<file path="src/rtl/sel_mode_n.sv">
// sel_mode_n: parametrised key-driven mode selector.
//   A key press (debounce strobe with the key level low) arms a candidate
//   mode. The candidate commits once the key has been held for HOLD_CYC
//   cycles. A lockout of LOCK_CYC cycles follows each commit. sel_en gates
//   the acceptance of new presses and aborts a pending hold.
// Ports:
//   clk        - system clock
//   rst        - synchronous, active-high reset
//   key_value  - debounced key levels, 0 = pressed
//   key_flag   - one-cycle debounce-valid strobes, one per key
//   sel_en     - 1 = mode changes permitted
//   sel_type   - current committed mode (key i selects mode i)
//   mode_chg   - one-cycle pulse when sel_type changes value
//   busy       - high while arming or locked out
module sel_mode_n #(
    parameter int unsigned N_KEYS   = 4,
    parameter int unsigned MODE_W   = 2,
    parameter int unsigned RST_MODE = 0,
    parameter int unsigned HOLD_CYC = 3,
    parameter int unsigned LOCK_CYC = 5
) (
    input  logic              clk,
    input  logic              rst,
    input  logic [N_KEYS-1:0] key_value,
    input  logic [N_KEYS-1:0] key_flag,
    input  logic              sel_en,
    output logic [MODE_W-1:0] sel_type,
    output logic              mode_chg,
    output logic              busy
);

    localparam int unsigned CNT_MAX = (HOLD_CYC > LOCK_CYC) ? HOLD_CYC : LOCK_CYC;
    localparam int unsigned CNT_W   = (CNT_MAX > 0) ? $clog2(CNT_MAX + 1) : 1;
    localparam logic [CNT_W-1:0] HOLD_LAST = CNT_W'((HOLD_CYC > 0) ? HOLD_CYC - 1 : 0);
    localparam logic [CNT_W-1:0] LOCK_LAST = CNT_W'((LOCK_CYC > 0) ? LOCK_CYC - 1 : 0);

    typedef enum logic [1:0] {
        IDLE,
        ARM,
        LOCK
    } state_t;

    state_t            state_q, state_d;
    logic [CNT_W-1:0]  cnt_q, cnt_d;
    logic [MODE_W-1:0] cand_q, cand_d;
    logic [MODE_W-1:0] sel_q, sel_d;
    logic              chg_q, chg_d;

    logic [N_KEYS-1:0] press;
    logic              found;
    logic [MODE_W-1:0] win;
    logic              cand_held;
    logic              commit;
    logic [MODE_W-1:0] commit_val;

    always_comb begin
        press = key_flag & ~key_value;

        // Lowest-index press wins; the rest are dropped.
        found = 1'b0;
        win   = '0;
        for (int unsigned i = 0; i < N_KEYS; i++) begin
            if (press[i] && !found) begin
                found = 1'b1;
                win   = MODE_W'(i);
            end
        end

        cand_held = 1'b0;
        for (int unsigned i = 0; i < N_KEYS; i++) begin
            if (cand_q == MODE_W'(i)) cand_held = ~key_value[i];
        end
    end

    always_comb begin
        state_d    = state_q;
        cnt_d      = cnt_q;
        cand_d     = cand_q;
        sel_d      = sel_q;
        chg_d      = 1'b0;
        commit     = 1'b0;
        commit_val = cand_q;

        case (state_q)
            IDLE: begin
                if (sel_en && found) begin
                    cand_d = win;
                    if (HOLD_CYC == 0) begin
                        // Zero hold: the fresh winner commits on this edge.
                        commit     = 1'b1;
                        commit_val = win;
                    end else begin
                        state_d = ARM;
                        cnt_d   = '0;
                    end
                end
            end
            ARM: begin
                if (!sel_en || !cand_held) begin
                    state_d = IDLE;
                end else if (cnt_q == HOLD_LAST) begin
                    commit = 1'b1;
                end else begin
                    cnt_d = cnt_q + CNT_W'(1);
                end
            end
            LOCK: begin
                if (cnt_q == LOCK_LAST) begin
                    state_d = IDLE;
                end else begin
                    cnt_d = cnt_q + CNT_W'(1);
                end
            end
            default: state_d = IDLE;
        endcase

        if (commit) begin
            sel_d = commit_val;
            chg_d = (commit_val != sel_q);
            if (LOCK_CYC > 0) begin
                state_d = LOCK;
                cnt_d   = '0;
            end else begin
                state_d = IDLE;
            end
        end
    end

    always_ff @(posedge clk) begin
        if (rst) begin
            state_q <= IDLE;
            cnt_q   <= '0;
            cand_q  <= '0;
            sel_q   <= MODE_W'(RST_MODE);
            chg_q   <= 1'b0;
        end else begin
            state_q <= state_d;
            cnt_q   <= cnt_d;
            cand_q  <= cand_d;
            sel_q   <= sel_d;
            chg_q   <= chg_d;
        end
    end

    assign sel_type = sel_q;
    assign mode_chg = chg_q;
    assign busy     = (state_q != IDLE);

endmodule

</file>
<file path="config.mk">
export PLATFORM = sky130hd
export DESIGN_NAME = sel_mode_n
export DESIGN_NICKNAME = d
export VERILOG_FILES = /design/src/rtl/sel_mode_n.sv
export SDC_FILE = /design/constraint.sdc
export NUM_CORES = 1
export LEC_CHECK = 0
export BUFFER_PORTS_ARGS = -buffer_cell sky130_fd_sc_hd__buf_4
export CAP_MARGIN = 10
export CORE_MARGIN = 5
export CORE_UTILIZATION = 30
export CTS_CLUSTER_SIZE = 25
export DETAILED_ROUTE_END_ITERATION = 7
export GPL_TIMING_DRIVEN = 0
export SLEW_MARGIN = 10
export SYNTH_ARGS = -nofsm -noshare
export SYNTH_HDL_FRONTEND = slang
export SYNTH_SLANG_ARGS = --single-unit
</file>
<file path="constraint.sdc">
create_clock -name clk -period 1.59 [get_ports clk]
set_input_delay 0 -clock clk [delete_from_list [all_inputs] [get_ports clk]]
set_output_delay 0 -clock clk [all_outputs]
set_load 0.005 [all_outputs]
</file>
==> reports/metrics.yaml, run 1 <==
status: "finished, violations left"
failed_checks: "setup timing"
yosys_warnings: 0
peakVddDrop_uv: 552
rows: 17
root_buffer: "clkbuf_4"
synth_mux_area_share_pct: 7.30
die_h_um: 57.8
period_needed_ns: 1.70
startpoint_type: "register"
dpl.hpwl_mm: 1.07
worst_pin_slew_ns: 0.431
cts_sinks: 10
rsz0062_at_grt: "yes"
grt_pass1_vias: 641
diodes: 0
grt_overflow: 0
synth_compound_area_share_pct: 19.3
clk_latency_ns: 0.26
ys_ff_latch: 10
tns_ns: -0.360
h-tree-depth: 1
post-route-drc-count: 0
timing.slew.headroom_pct: 71.3
leakagePower_nw: 0.417
setup_slack_ns: -0.106
coreArea_mm2: 0.00219
critPathKind: "register to register"
layout_commonest_cell: "buf_4"
drt_wl_total_mm: 1.47
grt_usage_pct: 10.1
finClkSkew_ns: 0.00360
syn_area_per_cell_um2: 9.02
tritoncts: "built"
drv_slew: 0
cts.clk_slew.worst_paths_ns: 0.07
area_growth_pct: 41.4
fmax_mhz: 590
ys_types: 32
synthAdderAreaFrac_pct: 12.8
vias: 614
powerDensity_mw_per_mm2: 728
dp.cells: 118
path_cells: "mux2i_2 > a22o_1 > a222oi_1 > buf_4 > mux2i_1 > nor2_1"
drive_gt1_share_pct: 43.1
drt_first_pass_iters: 4
synth_edf_count: 0
ant_nets: 0
final_hold_viol_count: 0
slowest_delay_ns: 0.38
post-place-ws_ns: -0.140
ys_async_sr_fraction_pct: 0
crit_path_top_delay_cell: "a222oi_1"
total_power_mw: 0.706
io_pins: 15
synth_top_family_by_area: "simple AND/OR/NAND/NOR gates"
cts_buffers: 3
start_util_pct: 31.3
cp.required_ns: 1.74
synth_fp_nets: 94
n_fill_cell: 225
critPathArrivalTime_ns: 1.85
setup-violations-final: 5
gp_congestion: 0.678
post-route-period-util_pct: 107
mostFrequentLayoutCells: "buf_4, nand2_1, inv_1, dfxtp_1"
stdcell_count: 130
grt_pass1_wl_mm: 2.62
die_area_mm2: 0.00334
clockBufferDepth: 2
final_util_pct: 44.3
grt_max_degree: 8
ys.flop_type: "dfxtp_1"
path_max_fanout: 3
cap_violations: 0
synth_area_um2: 686
ys_seq_area_share_pct: 29.2
wl_per_cell_um: 11.3
chipWidth_um: 57.8
worst_setup_path_end_kind: "register"
synth_xor_area_share_pct: 2.55
worstHoldPathType: "input pin to register"
synth-simple-area-share_pct: 23.4
antenna_found_initial: 0
first_iter_violations: 1
synthCells: 76
vias_per_cell: 4.72
layout.nets: 121
port_buffers: 14
## synthesized netlist by cell type, drive strengths merged, types with 2 or more instances
cell | instances | area, µm²
dfxtp | 10 | 200
ha | 7 | 87.6
inv | 7 | 26.3
nand2b | 7 | 51.3
nand2 | 6 | 22.5
mux2i | 5 | 50.1
a21oi | 4 | 20.0
nor2 | 4 | 15.0
and2 | 3 | 21.3
a211oi | 2 | 20.0
nand3 | 2 | 10.0
xnor2 | 2 | 17.5
## power breakdown
part           switching [mW]  internal [mW]
combinational          0.0924          0.111
clock                  0.0865          0.139
sequential             0.0134          0.263
total                   0.192          0.513
## critical path, delay by kind of cell, from the launching register on
kind	cells	cell delay, ns
DFF	1	0.36
and+or+nand+nor	1	0.06
muxes	2	0.33
AOI/OAI and AO/OA	2	0.64
buffers and inverters	1	0.20
## layer usage
| metal | vias up | part of all wire, % | GRT usage, % |
|---|---|---|---|
| met5 | - | 0 | 0 |
| met2 | 9 | 51 | 17.4 |
| met3 | 0 | 5.0 | 4.90 |
| met4 | 0 | 0 | 2.98 |
| met1 | 286 | 44 | 10.8 |
| li1 | 319 | - | - |
## metrics by stage
| stage | cell area, µm² | hold WS, ns |
|---|---|---|
| floorplan | 691 | 0.0644 |
| global placement | 831 | 0.212 |
| detailed placement | 831 | 0.216 |
| CTS | 945 | 0.0799 |
| global route | 970 | 0.0934 |
| finish | 970 | 0.0860 |
## kinds of logic after synthesis
group,after synthesis
DFF,10
muxes,5
and+or+nand+nor,27
xor gates and xnor gates,2
adders and majority gates,7
buffers and inverters,8
AOI/OAI and AO/OA,17
## final cells by class
cell class,instances,area (µm²),area share [%]
clock buffers,4,36.3,3.74
inverters,7,26.3,2.71
well taps,28,35.0,3.61
flip-flops and latches,10,214,22.1
multi-input cells,58,477,49.2
repair buffers,23,181,18.7
## sequential cells by signal, indices dropped and copies added (netlist names)
name and cells:
state_q 2, cand_q 2, sel_type 2, cnt_q 3, mode_chg 1
## timing repair
item,in CTS,in global routing
pin swaps,4,3
hold buffers,2,0
setup endpoints to repair,4,5
buffers inserted,4,3
endpoints found under the hold margin,6,0
gates resized for setup,7,5
## path summary, 6_finish.rpt
kind	cells after the start	start	slack, ns	to
max	6	cand_q[1]	-0.11	state_q[0]
min	4	key_flag[0]	0.09	cand_q[1]
max reg2reg	6	cand_q[1]	-0.11	state_q[0]
min reg2reg	2	sel_type[1]	0.49	sel_type[1]
(Power assumes the default switching activity.)
==> inputs of run 2 (changes only) <==
--- a/config.mk
+++ b/config.mk
@@ -7,11 +7,12 @@
 export LEC_CHECK = 0
 export BUFFER_PORTS_ARGS = -buffer_cell sky130_fd_sc_hd__buf_4
 export CAP_MARGIN = 10
-export CORE_MARGIN = 5
-export CORE_UTILIZATION = 30
+export CORE_MARGIN = 2
+export CORE_UTILIZATION = 40
 export CTS_CLUSTER_SIZE = 25
 export DETAILED_ROUTE_END_ITERATION = 7
 export GPL_TIMING_DRIVEN = 0
+export REMOVE_ABC_BUFFERS = 1
 export SLEW_MARGIN = 10
 export SYNTH_ARGS = -nofsm -noshare
 export SYNTH_HDL_FRONTEND = slang
==> run 2 against run 1 <==
Clock power rose by 4%; global-route usage is 7.3 points higher; register-to-register slack got worse by 0.03 ns; combinational power about the same; setup slack worse by 0.029 ns; non-clock buffer count rose by 2; largest cell class unchanged; the run still ends with setup timing left.
==> reports/metrics.yaml, run 2 (synthesis results as in run 1) <==
grt_pass1_wl_mm: 2.59
finClkSkew_ns: 0.00213
worstHoldPathType: "input pin to register"
grt_pass1_vias: 621
final_util_pct: 61.7
diodes: 0
final_hold_viol_count: 0
cts_buffers: 3
ant_nets: 0
root_buffer: "clkbuf_4"
antenna_found_initial: 0
die_h_um: 45.4
rsz0062_at_grt: "yes"
vias_per_cell: 5.38
cp.required_ns: 1.80
drive_gt1_share_pct: 45.2
h-tree-depth: 1
post-route-period-util_pct: 108
stdcell_area_um2: 962
clk_latency_ns: 0.27
layout_commonest_cell: "buf_4"
startpoint_type: "register"
multi_input_area_um2: 473
period_needed_ns: 1.72
holdCritStartpoint: "key_flag[0]"
layout.nets: 123
cts_sinks: 10
ff_latch_area_um2: 214
io_pins: 15
path_max_fanout: 6
first_iter_violations: 7
critPathKind: "register to register"
clockBufferDepth: 2
coreArea_mm2: 0.00156
port_buffers: 14
dp.cells: 105
dpl.hpwl_mm: 1.07
gp_congestion: 0.723
largest_reg_flops: 3
worst_setup_path_end_kind: "register"
stdcell_count: 120
n_fill_cell: 134
top_register: "cnt_q"
peakVddDrop_uv: 780
rows: 14
setup_slack_ns: -0.135
powerDensity_mw_per_mm2: 743
drv_slew: 0
mostFrequentLayoutCells: "buf_4, nand2_1, inv_1, mux2i_1, dfxtp_1"
grt_usage_pct: 17.4
status: "finished, violations left"
wl_per_cell_um: 12.9
drt_wl_total_mm: 1.55
critPathArrivalTime_ns: 1.93
failed_checks: "setup timing"
timing.slew.headroom_pct: 78.4
drt_first_pass_iters: 5
start_util_pct: 44.0
crit_path_start: "state_q[1]"
r2r_start: "state_q[1]"
area_growth_pct: 40.3
grt_max_degree: 8
cts.clk_slew.worst_paths_ns: 0.07
setup-violations-final: 3
vias: 646
cap_violations: 0
tritoncts: "built"
chipWidth_um: 45.4
fmax_mhz: 580
post-route-drc-count: 0
leakagePower_nw: 0.421
worst_pin_slew_ns: 0.324
die_area_mm2: 0.00206
post_dp_cell_area_um2: 800
grt_overflow: 0
total_power_mw: 0.714
[run 2: cell types whose count changed in the layout (fill, tap and decap cells not counted), sizes merged]
cell / delta
buf: +2
[run 2: path summary, 6_finish.rpt]
check	endpoint	slack (ns)	cells past startpoint
max	cnt_q[2]	-0.13	8
min	cand_q[1]	0.09	4
min reg2reg	sel_type[1]	0.50	2
max reg2reg	cnt_q[2]	-0.13	8
[run 2: repair_timing]
action,CTS,global route
gates resized for setup,12,5
hold buffers,2,0
endpoints found under the hold margin,6,0
setup buffers,9,0
pin swaps,8,3
setup endpoints to repair,5,4
[run 2: cell type report]
| type | count | share of cell area (%) |
|---|---|---|
| timing repair buffer | 25 | 20.0 |
| multi-input combinational | 58 | 49.2 |
| sequential | 10 | 22.2 |
| inverter | 7 | 2.73 |
| tap | 16 | 2.08 |
| clock buffer | 4 | 3.77 |
[run 2: power breakdown]
group / leakage, nW / switching (mW) / total [mW] / internal, mW
combinational: 0.316 / 0.0885 / 0.202 / 0.113
clock: 0.0210 / 0.0963 / 0.235 / 0.139
sequential: 0.0841 / 0.0143 / 0.277 / 0.263
total: 0.421 / 0.199 / 0.714 / 0.515
[run 2: layer usage]
layer	share of wire [%]	vias up	GRT usage [%]
met5	0	-	0
met4	0.77	0	5.29
met3	5.0	4	5.16
met2	48	12	30.1
met1	46	305	20.4
li1	-	325	-
[run 2: metrics by stage]
step,hold WS [ns],TNS [ns],setup slack [ns]
CTS,0.0784,-0.173,-0.101
floorplan,0.0691,-0.201,-0.0869
global route,0.131,-0.556,-0.207
finish,0.0889,-0.332,-0.135
detailed placement,0.223,-0.859,-0.229
global placement,0.221,-0.881,-0.237
[run 2: worst max-delay path, stage by stage, from the launching register on]
cell and delay [ns]:
dfxtp_2 0.34, inv_2 0.05, ha_4 0.15, and3b_1 0.21, a311o_1 0.30, a211oi_2 0.21
buf_4 0.16, nand4b_1 0.11, a21oi_2 0.13
==> inputs of run 3 (changes only) <==
--- a/config.mk
+++ b/config.mk
@@ -8,10 +8,11 @@
 export BUFFER_PORTS_ARGS = -buffer_cell sky130_fd_sc_hd__buf_4
 export CAP_MARGIN = 10
 export CORE_MARGIN = 2
-export CORE_UTILIZATION = 40
+export CORE_UTILIZATION = 46
 export CTS_CLUSTER_SIZE = 25
 export DETAILED_ROUTE_END_ITERATION = 7
 export GPL_TIMING_DRIVEN = 0
+export PLACE_DENSITY = 0.72
 export REMOVE_ABC_BUFFERS = 1
 export SLEW_MARGIN = 10
 export SYNTH_ARGS = -nofsm -noshare
==> run 3 against run 2 <==
Final area fell by 0.13%; global-route usage rose by 0.41 points; highest routed layer unchanged; die area fell by 12%; clock-buffer cell count fell by 1; sequential cell count did not move; sequential share of layout area barely moved; critical endpoint unchanged; core utilization rose by 9.5 points; power fell by 9.6%; wire length fell by 3.4%; final cell count fell by 0.83%; the run still ends with setup timing left; clock skew rose by 0.0030 ns; non-clock buffer count rose by 1.
==> reports/metrics.yaml, run 3 (synthesis results as in run 1) <==
status: "finished, violations left"
failed_checks: "setup timing"
stdcell_area_um2: 961
clk_latency_ns: 0.26
post_dp_cell_area_um2: 798
vias_per_cell: 5.43
path_buf_inv: 1
io_pins: 15
mostFrequentLayoutCells: "buf_4, nand2_1, inv_1, mux2i_1, dfxtp_1"
dpl.hpwl_mm: 1.03
grt_max_degree: 8
fmax_mhz: 589
dr_wl_met2_um: 773
port_buffers: 14
critPathKind: "register to register"
gp_congestion: 0.761
crit_path_top_delay_cell: "dfxtp_2"
setup-violations-final: 4
timing.slew.headroom_pct: 69.8
coreArea_mm2: 0.00135
clockBufferDepth: 2
grt_overflow: 0
post-route-period-util_pct: 107
cts.clk_slew.worst_paths_ns: 0.06
grt_usage_pct: 17.8
tritoncts: "built"
die_area_mm2: 0.00182
path_cells: "inv_2 > ha_2 > and3b_1 > a311o_1 > a211oi_4 > a21bo_2 > a21oi_1"
critPathTopFamily: "compound AO/OA/AOI/OAI gates"
drt_wl_total_mm: 1.50
start_util_pct: 50.8
r2r_setup_slack_ns: -0.11
cp.required_ns: 1.74
cap_violations: 0
drt_first_pass_iters: 4
chipWidth_um: 42.6
cts_sinks: 10
largest_reg_flops: 3
slowest_delay_ns: 0.33
drv_slew: 0
h-tree-depth: 1
peakVddDrop_uv: 475
path_max_fanout: 6
critPathArrivalTime_ns: 1.85
rows: 13
die_h_um: 42.6
top_layer_used: "met4"
worstHoldPathType: "input pin to register"
diodes: 0
finClkSkew_ns: 0.00509
wl_per_cell_um: 12.6
wl_met3_um: 83
period_needed_ns: 1.70
setup_slack_ns: -0.107
cts_buffers: 3
powerDensity_mw_per_mm2: 672
antenna_found_initial: 0
area_growth_pct: 40.1
post-route-drc-count: 0
total_power_mw: 0.646
ant_nets: 0
worst_pin_slew_ns: 0.453
top_register: "cnt_q"
root_buffer: "clkbuf_4"
rsz0062_at_grt: "yes"
vias: 646
first_iter_violations: 7
leakagePower_nw: 0.419
worst_setup_path_end_kind: "register"
wl_met1_um: 633
layout.nets: 124
grt_pass1_vias: 603
startpoint_type: "register"
whs_ns: 0.0869
final_hold_viol_count: 0
drive_gt1_share_pct: 45.2
grt_pass1_wl_mm: 2.44
layout_commonest_cell: "buf_4"
final_util_pct: 71.2
[run 3: cell count changes in the layout (fill, tap and decap cells not counted), sizes merged]
cell | previous run | this run
clkbuf | 4 | 3
buf | 23 | 24
[run 3: path summary, 6_finish.rpt]
kind	start	to	cells past startpoint
worst max-delay path	cnt_q[0]	cnt_q[2]	7
worst min-delay path	key_flag[0]	cand_q[1]	4
worst min register to register	sel_type[1]	sel_type[1]	2
worst max register to register	cnt_q[0]	cnt_q[2]	7
[run 3: worst register-to-register path, cell delays in order, from the launching register on]
cell,delay [ns]
dfxtp_2,0.33
inv_2,0.04
ha_2,0.16
and3b_1,0.18
a311o_1,0.31
a211oi_4,0.32
a21bo_2,0.18
a21oi_1,0.05
[run 3: routing by layer]
| metal | track usage, % | up-vias |
|---|---|---|
| li1 | - | 325 |
| met1 | 19.9 | 305 |
| met2 | 31.7 | 14 |
| met3 | 6.90 | 2 |
| met4 | 3.75 | 0 |
| met5 | 0 | - |
[run 3: what timing repair did]
item	in CTS	in global routing
gates resized for setup	12	6
buffers inserted	7	3
hold buffers	2	0
hold endpoints to repair	6	0
gates cloned	0	0
setup endpoints to repair	5	5
pin swaps	9	10
[run 3: per-stage QoR]
| stage | cells | setup WS [ns] | TNS [ns] |
|---|---|---|---|
| global route | 119 | -0.198 | -0.664 |
| detailed placement | 104 | -0.251 | -0.978 |
| global placement | 104 | -0.205 | -0.792 |
| CTS | 116 | -0.0800 | -0.216 |
| finish | 119 | -0.107 | -0.281 |
| floorplan | 75 | -0.0869 | -0.201 |
[run 3: area by class of cell]
type / count / area [µm²]
well taps: 15 / 18.8
multi-input cells: 58 / 479
inverters: 7 / 26.3
repair buffers: 26 / 200
flip-flops and latches: 10 / 214
fillers: 114 / 389
clock buffers: 3 / 22.5
[run 3: power breakdown]
part	total, mW	internal [mW]	switching (mW)
registers	0.278	0.263	0.0152
logic	0.198	0.110	0.0880
clock network	0.170	0.0873	0.0829
